===== config.mk =====
export PLATFORM = sky130hd
export DESIGN_NAME = hex_word_printer
export DESIGN_NICKNAME = d
export VERILOG_FILES = /design/src/rtl/hex_print_pkg.sv /design/src/rtl/bin_to_hex_ascii.sv /design/src/rtl/hex_word_printer.sv
export SDC_FILE = /design/constraint.sdc
export NUM_CORES = 1
export LEC_CHECK = 0
export CAP_MARGIN = 40
export CELL_PAD_IN_SITES_DETAIL_PLACEMENT = 0
export CELL_PAD_IN_SITES_GLOBAL_PLACEMENT = 2
export CORE_UTILIZATION = 25
export DETAILED_ROUTE_END_ITERATION = 8
export GPL_TIMING_DRIVEN = 1
export PLACE_DENSITY = 0.78
export SETUP_SLACK_MARGIN = 0.4
export SLEW_MARGIN = 10
export SYNTH_ARGS = -nofsm -noshare
export SYNTH_HDL_FRONTEND = slang
export SYNTH_SLANG_ARGS = --single-unit

===== constraint.sdc =====
create_clock -name clk -period 2 [get_ports clk]
set_input_delay 0.2 -clock clk [delete_from_list [all_inputs] [get_ports clk]]
set_output_delay 0.2 -clock clk [all_outputs]
set_load 0.005 [all_outputs]

===== src/rtl/hex_print_pkg.sv =====
// Shared types and constants for the hex word printer.
// Contents:
//   hex_print_state_t : printer FSM states
//   ASCII_*           : character codes the printer emits
package hex_print_pkg;

    typedef enum logic [2:0] {
        IDLE   = 3'd0,
        PFX0   = 3'd1,
        PFX1   = 3'd2,
        DIGITS = 3'd3,
        CR     = 3'd4,
        LF     = 3'd5
    } hex_print_state_t;

    localparam logic [7:0] ASCII_ZERO = 8'h30;
    localparam logic [7:0] ASCII_X    = 8'h78;
    localparam logic [7:0] ASCII_CR   = 8'h0D;
    localparam logic [7:0] ASCII_LF   = 8'h0A;
    // 'A' minus 10, so that nibble 10..15 maps onto 'A'..'F'
    localparam logic [7:0] ASCII_LETTER_BASE = 8'h37;

endpackage


===== src/rtl/bin_to_hex_ascii.sv =====
// Nibble to uppercase ASCII hex digit converter (combinational).
// Ports:
//   nibble : in  4  binary value 0..15
//   ascii  : out 8  '0'..'9' or 'A'..'F'
module bin_to_hex_ascii
    import hex_print_pkg::*;
(
    input  logic [3:0] nibble,
    output logic [7:0] ascii
);

    // Digits map from '0'; letters map from 'A' - 10
    always_comb begin
        ascii = ASCII_ZERO;
        if (nibble < 4'hA) begin
            ascii = ASCII_ZERO + {4'h0, nibble};
        end else begin
            ascii = ASCII_LETTER_BASE + {4'h0, nibble};
        end
    end

endmodule


===== src/rtl/hex_word_printer.sv =====
// Serialises a WIDTH-bit word into ASCII hex characters, MSB nibble first,
// one character per out_valid/out_ready handshake, optionally prefixed by "0x".
// Optional feature macro: HEX_PRINT_NEWLINE_EN (append CR, LF after the digits).
// Ports:
//   clk       : in   1      clock, posedge
//   rst_n     : in   1      synchronous active-low reset
//   in_valid  : in   1      word_in valid
//   in_ready  : out  1      word accepted this cycle (IDLE only)
//   word_in   : in   WIDTH  word to print
//   out_valid : out  1      out_data holds a character
//   out_ready : in   1      downstream accepts out_data
//   out_data  : out  8      ASCII character
//   busy      : out  1      word in progress
module hex_word_printer
    import hex_print_pkg::*;
#(
    parameter int WIDTH       = 32,
    parameter int SHOW_PREFIX = 1
) (
    input  logic             clk,
    input  logic             rst_n,
    input  logic             in_valid,
    output logic             in_ready,
    input  logic [WIDTH-1:0] word_in,
    output logic             out_valid,
    input  logic             out_ready,
    output logic [7:0]       out_data,
    output logic             busy
);

    localparam int NIBBLES = WIDTH / 4;
    localparam int CNT_W   = (NIBBLES > 1) ? $clog2(NIBBLES) : 1;
    localparam logic [CNT_W-1:0] CNT_LAST = CNT_W'(NIBBLES - 1);

    generate
        if ((WIDTH % 4) != 0 || WIDTH < 4) begin : g_width_check
            $error("hex_word_printer: WIDTH must be a multiple of 4 and >= 4");
        end
    endgenerate

    hex_print_state_t state_r, state_nxt_s;
    logic [WIDTH-1:0] word_r, word_nxt_s;
    logic [CNT_W-1:0] cnt_r, cnt_nxt_s;
    logic [3:0]       nibble_s;
    logic [7:0]       hex_s;
    logic             accept_s;

    assign nibble_s  = word_r[4*cnt_r +: 4];
    // Outputs are forced inactive while reset is asserted, not just after the edge
    assign out_valid = rst_n && (state_r != IDLE);
    assign busy      = out_valid;
    assign in_ready  = rst_n && (state_r == IDLE);
    assign accept_s  = out_valid && out_ready;

    bin_to_hex_ascii u_conv (
        .nibble (nibble_s),
        .ascii  (hex_s)
    );

    // State, word and nibble counter registers
    always_ff @(posedge clk) begin
        if (!rst_n) begin
            state_r <= IDLE;
            word_r  <= '0;
            cnt_r   <= '0;
        end else begin
            state_r <= state_nxt_s;
            word_r  <= word_nxt_s;
            cnt_r   <= cnt_nxt_s;
        end
    end

    // Next-state logic: capture in IDLE, advance only on an accepted character
    always_comb begin
        state_nxt_s = state_r;
        word_nxt_s  = word_r;
        cnt_nxt_s   = cnt_r;
        case (state_r)
            IDLE: begin
                if (in_valid) begin
                    word_nxt_s  = word_in;
                    cnt_nxt_s   = CNT_LAST;
                    state_nxt_s = (SHOW_PREFIX != 0) ? PFX0 : DIGITS;
                end else begin
                    state_nxt_s = IDLE;
                end
            end
            PFX0: begin
                if (accept_s) begin
                    state_nxt_s = PFX1;
                end else begin
                    state_nxt_s = PFX0;
                end
            end
            PFX1: begin
                if (accept_s) begin
                    state_nxt_s = DIGITS;
                end else begin
                    state_nxt_s = PFX1;
                end
            end
            DIGITS: begin
                if (accept_s && cnt_r == '0) begin
`ifdef HEX_PRINT_NEWLINE_EN
                    state_nxt_s = CR;
`else
                    state_nxt_s = IDLE;
`endif
                end else if (accept_s) begin
                    cnt_nxt_s = cnt_r - CNT_W'(1);
                end else begin
                    state_nxt_s = DIGITS;
                end
            end
`ifdef HEX_PRINT_NEWLINE_EN
            CR: begin
                if (accept_s) begin
                    state_nxt_s = LF;
                end else begin
                    state_nxt_s = CR;
                end
            end
            LF: begin
                if (accept_s) begin
                    state_nxt_s = IDLE;
                end else begin
                    state_nxt_s = LF;
                end
            end
`endif
            default: begin
                state_nxt_s = IDLE;
            end
        endcase
    end

    // Output byte select by state; zero when idle or in reset
    always_comb begin
        out_data = 8'h00;
        if (!rst_n) begin
            out_data = 8'h00;
        end else begin
            case (state_r)
                PFX0:    out_data = ASCII_ZERO;
                PFX1:    out_data = ASCII_X;
                DIGITS:  out_data = hex_s;
`ifdef HEX_PRINT_NEWLINE_EN
                CR:      out_data = ASCII_CR;
                LF:      out_data = ASCII_LF;
`endif
                default: out_data = 8'h00;
            endcase
        end
    end

endmodule


Word-level counts from Yosys, hierarchy flattened
Cells that the tools add are included.
Operators by class
  equality and inequality tests: 7
  order comparisons: 1
  reductions and logical operators: 10
  add/sub/neg operators: 3
  multiplexer cells: 13
  shift-type cells: 1
Operator list (number)
  indexed part select 32 x 6 -> 4 bit: 1
  one-hot mux 8 bit (3 select lines): 1
  2-to-1 mux 8 bit: 2
  2-to-1 mux 3 bit: 5
  adder 6 x 4 -> 7 bit, first input constant: 2
  one-hot mux 3 bit (4 select lines): 1
  equality test 3 x 2 -> 1 bit, second input constant: 2
  zero test 3 bit: 2
  != test 2 bit, second input constant: 3
  one-hot mux 3 bit (2 select lines): 1
  logical AND 1 bit: 4
  less-than comparator 4 bit, second input constant: 1
  AND reduction 4 bit: 1
  equality test 3 x 1 -> 1 bit, second input constant: 1
  != test 3 bit, second input constant: 1
  nonzero test 3 bit: 1
  subtractor 3 x 1 -> 3 bit, second input constant: 1
  2-to-1 mux 1 bit: 2
  2-to-1 mux 2 bit: 1
  AND reduction 2 bit: 1
  nonzero test 2 bit: 1
Word-level totals
  output and inout bits: 11
  bits in registers: 38
  word-level logic and storage cells: 38
  input port bits: 36

Logic depth before layout (Yosys ltp)
Gate-level depths: netlist (run 1).
  depth after elaboration: 6
  depth in mapped cells: 7

Cells and area by module
A second synthesis (run 1) with hierarchy kept.
Unflattened totals
  cells, all modules: 229
  area, all modules: 2045.7 µm²
Modules (own cells, without submodules)
  hex_word_printer: sequential area each 740.7 µm², area an instance 1940.6 µm², cells an instance 213, times used 1
  bin_to_hex_ascii: sequential area each 0.0 µm², area an instance 105.1 µm², cells an instance 16, times used 1

Worst setup path before layout (run 1)
Ideal clock, no wire load.
  kind: register to output
  from: register cnt_r[0]
  to: output port out_data[2]
  cell stages (with the launch flop): 8
  arrival time: 1.839 ns
  data required time: 1.800 ns
  slack: -0.039 ns
  cells stage by stage: dfxtp_1 > buf_6 > mux4_2 > mux2i_4 > ha_1 > inv_1 > nand4bb_1 > a21oi_1
Between the ends
  word-level cells in the longest chain between the ends: 5
  elaborated cells between the ends (all ways): 7
RTL lines
  start: declaration: line hex_word_printer.sv:43  | logic [CNT_W-1:0] cnt_r, cnt_nxt_s;
  start signal: assignment: line hex_word_printer.sv:69  | cnt_r <= cnt_nxt_s;
  indexed part select 32 x 6 -> 4 bit *: line hex_word_printer.sv:48  | assign nibble_s = word_r[4*cnt_r +: 4];
  adder 6 x 4 -> 7 bit, or another cell as far along: line bin_to_hex_ascii.sv:18  | ascii = ASCII_LETTER_BASE + {4'h0, nibble};
  2-to-1 mux 8 bit *: line bin_to_hex_ascii.sv:15  | if (nibble < 4'hA) begin
  one-hot mux 8 bit (3 select lines) *: line hex_word_printer.sv:143  | case (state_r)
  2-to-1 mux 8 bit *: line hex_word_printer.sv:140  | if (!rst_n) begin
  end: declaration: line hex_word_printer.sv:27  | output logic [7:0] out_data,
Every way passes the cells marked *; elsewhere a longest branch is shown, timed or not.

Worst setup path after layout (run 1)
  from: register cnt_r[0]
  to: output port out_data[6]
The elaborated chain is that of the path after synthesis.

==> results.py, run 1 <==
metrics = {
    "run_status": {
        "status": "finished with violations",
        "violations": "setup timing",
    },
    "clock_network": {
        "htree_levels": 2,
        "ctsHoldBuffers": 0,
        "clockBufferDepth": 2,
        "cts-root-buf": "clkbuf_8",
        "cts_buffers": 5,
        "cts_tree": "done",
        "clock_latency_ns": 0.29,
        "clk_pin_slew_worst_paths_ns": 0.08,
        "cts.sinks": 37,
    },
    "timing": {
        "period_share": 1.20,
        "fin_tns_setup_ns": -2.36,
        "fin_ws_ns": -0.395,
        "min_period_ns": 2.39,
        "rsz0062_at_grt": "true",
        "slew_viol_final": 0,
        "setup_viol": 7,
        "timing.fmax_mhz": 418,
        "final-hold-violation-count": 0,
        "fin_skew_ns": 0.00883,
        "fin_hold_ws_ns": 0.451,
    },
    "yosys": {
        "yosys-top-cells-count": "nand2_1 (69), a21oi_1 (39), dfxtp_1 (37)",
        "synth_fa_ha_area_frac": 0.0203,
        "synth-compound-area-share": 0.171,
        "ys_seq_elements": 37,
        "synthCells": 219,
        "syn_avg_cell_area_um2": 8.43,
        "synth_top_cell_by_area": "dfxtp_1",
        "synthFlopType": "dfxtp_1",
        "yosysUniqueCellTypes": 42,
        "synth_top_area_share": 0.401,
        "synth_top_family_by_area": "simple AND/OR/NAND/NOR gates",
        "async_flop_share": 0,
        "yosys-mux-area-fraction": 0.145,
        "synthSimpleGateAreaFrac": 0.201,
        "synth.area.top_cells": "dfxtp_1 (40%), nand2_1 (14%), a21oi_1 (11%)",
        "syn_area_um2": 1850,
        "ys_warn_count": 0,
        "yosys.cell_count.top_type": "nand2_1",
        "syn_nets": 258,
        "synth-edff-count": 0,
        "synth-xor-area-share": 0,
        "ys_seq_area_frac": 0.401,
    },
    "critical_path": {
        "critPathLaunchType": "flip-flop",
        "r2r_slack_ns": 0.06,
        "arrival_ns": 2.19,
        "path_max_fanout": 6,
        "crit-reg2reg-capture": "cnt_r[2]",
        "end_kind": "primary output",
        "required_ns": 1.80,
        "worstSetupPathType": "flip-flop to primary output",
        "reg2reg_depth": 9,
        "r2r_start": "cnt_r[0]",
    },
    "min_path": {
        "holdPathEnd": "word_r[17]",
        "hold-path-cell-count": 3,
        "worstHoldStart": "word_in[17]",
        "hold_class": "input port to flip-flop",
    },
    "global_routing": {
        "track_usage": 0.135,
        "antenna_found_initial": 0,
        "grt-ovfl-total": 0,
        "grt_max_degree": 37,
        "grt_pass1_vias": 1653,
        "grt_pass1_wl_um": 7900,
    },
    "placed_design": {
        "gp_congestion": 0.711,
        "post-place-ws_ns": -0.571,
        "dp_hpwl_um": 3380,
        "port_buffers": 45,
        "placed_cells": 363,
    },
    "floorplanning": {
        "die_x_um": 88.0,
        "start_util": 0.265,
        "core-area_um2": 6980,
        "die-area_um2": 7740,
        "io_pins": 47,
        "die_y_um": 88.0,
        "row_count": 30,
    },
    "power_and_ir_drop": {
        "leakage_nw": 1.12,
        "power_mw": 1.98,
        "irDropWorstVdd_uv": 245,
        "power_density_nw_per_um2": 695,
    },
    "route": {
        "drc": 0,
        "wirelength_um": 4940,
        "vias_per_cell": 4.46,
        "wire_per_inst_um": 12.6,
        "drt_iter0_markers": 64,
        "dr_total_vias": 1745,
        "ant_nets": 0,
        "drtPass1Iterations": 4,
    },
    "finish": {
        "fin_nets": 333,
        "stdcell_count": 391,
        "n_antenna_cell": 0,
        "areaGrowthSynthToFinish_pct": 54.5,
        "drive_above_1_share": 0.308,
    },
    "run": {
        "cap_violations": 0,
    },
}
-- registers in the layout (all words and copies together), names as in the netlist --
register and count:
cnt_r 3, word_r 32, state_r 2
-- report_power, final --
group | leakage [nW] | internal, mW | switching (mW)
registers | 0.305 | 0.794 | 0.0395
clock network | 0.0445 | 0.247 | 0.286
logic | 0.768 | 0.353 | 0.265
total | 1.12 | 1.39 | 0.590
-- cell type report --
type                       instances  area (um^2)
fill                             732         4130
multi-input combinational        158         1090
timing repair buffer              85          779
sequential                        37          747
tap                               96          120
clock buffer                       5         68.8
inverter                           7         26.3
clock inverter                     3         21.3
-- how the worst max path moves through the flow --
stage	start	to
6_report	cnt_r[0]	out_data[6]
2_1_floorplan	cnt_r[0]	out_data[2]
3_5_place_dp	cnt_r[0]	out_data[1]
4_1_cts	cnt_r[0]	out_data[2]
3_3_place_gp	cnt_r[0]	out_data[1]
5_1_grt	cnt_r[0]	out_data[6]
-- cells in the final DEF, fill, tap and decap left out, types with 3 or more instances in the layout --
master | Yosys | final
a21oi_2 | 0 | 3
inv_1 | 5 | 3
buf_6 | 1 | 15
clkdlybuf4s50_1 | 0 | 34
clkbuf_8 | 0 | 5
buf_4 | 2 | 24
dfxtp_1 | 37 | 34
dlygate4sd2_1 | 0 | 4
buf_2 | 3 | 7
mux4_2 | 6 | 8
a21oi_1 | 39 | 35
nor2_1 | 4 | 4
nand2_1 | 69 | 68
inv_2 | 1 | 3
-- per-stage QoR --
stage / util / cell area (um^2)
after floorplan: - / 1870
after global placement: 0.359 / 2510
after detailed placement: 0.359 / 2510
after CTS: 0.396 / 2770
after global routing: 0.409 / 2850
final: 0.409 / 2850
-- metal layers --
metal  track usage  wire (um)  up-vias  part of all wire
li1              -          -      893                 -
met1         0.172       2230      808              0.45
met2         0.218       2440       38              0.49
met3        0.0368        192        6             0.039
met4        0.0492         77        0             0.016
met5             0          0        -                 0
-- worst max-delay path, stage by stage, from the launching register on --
cell and delay, ns:
dfxtp_4 0.41, buf_6 0.11, mux4_2 0.51, mux2i_4 0.21
buf_6 0.13, buf_6 0.11, buf_6 0.10, o21ai_4 0.05
a41o_1 0.17, buf_2 0.12
-- logic make-up after synthesis --
kind of cell	Yosys count
other cells	1
fa+ha+maj	3
simple gates	88
compound gates	53
buf+inv	24
mux	13
flops	37
-- what timing repair did --
item                       CTS  global route
pin swaps                   12             9
hold endpoints to repair     0             0
buffers inserted            17             3
resized for setup           57            15
setup endpoints to repair   13            35
Power figures use the tool's default switching activity.
==> run 2: changes to the inputs <==
- HOLD_SLACK_MARGIN: unset -> 0.1
==> results of run 2 <==
Same layout as run 1: the final DEF is identical, and so are final timing and power.
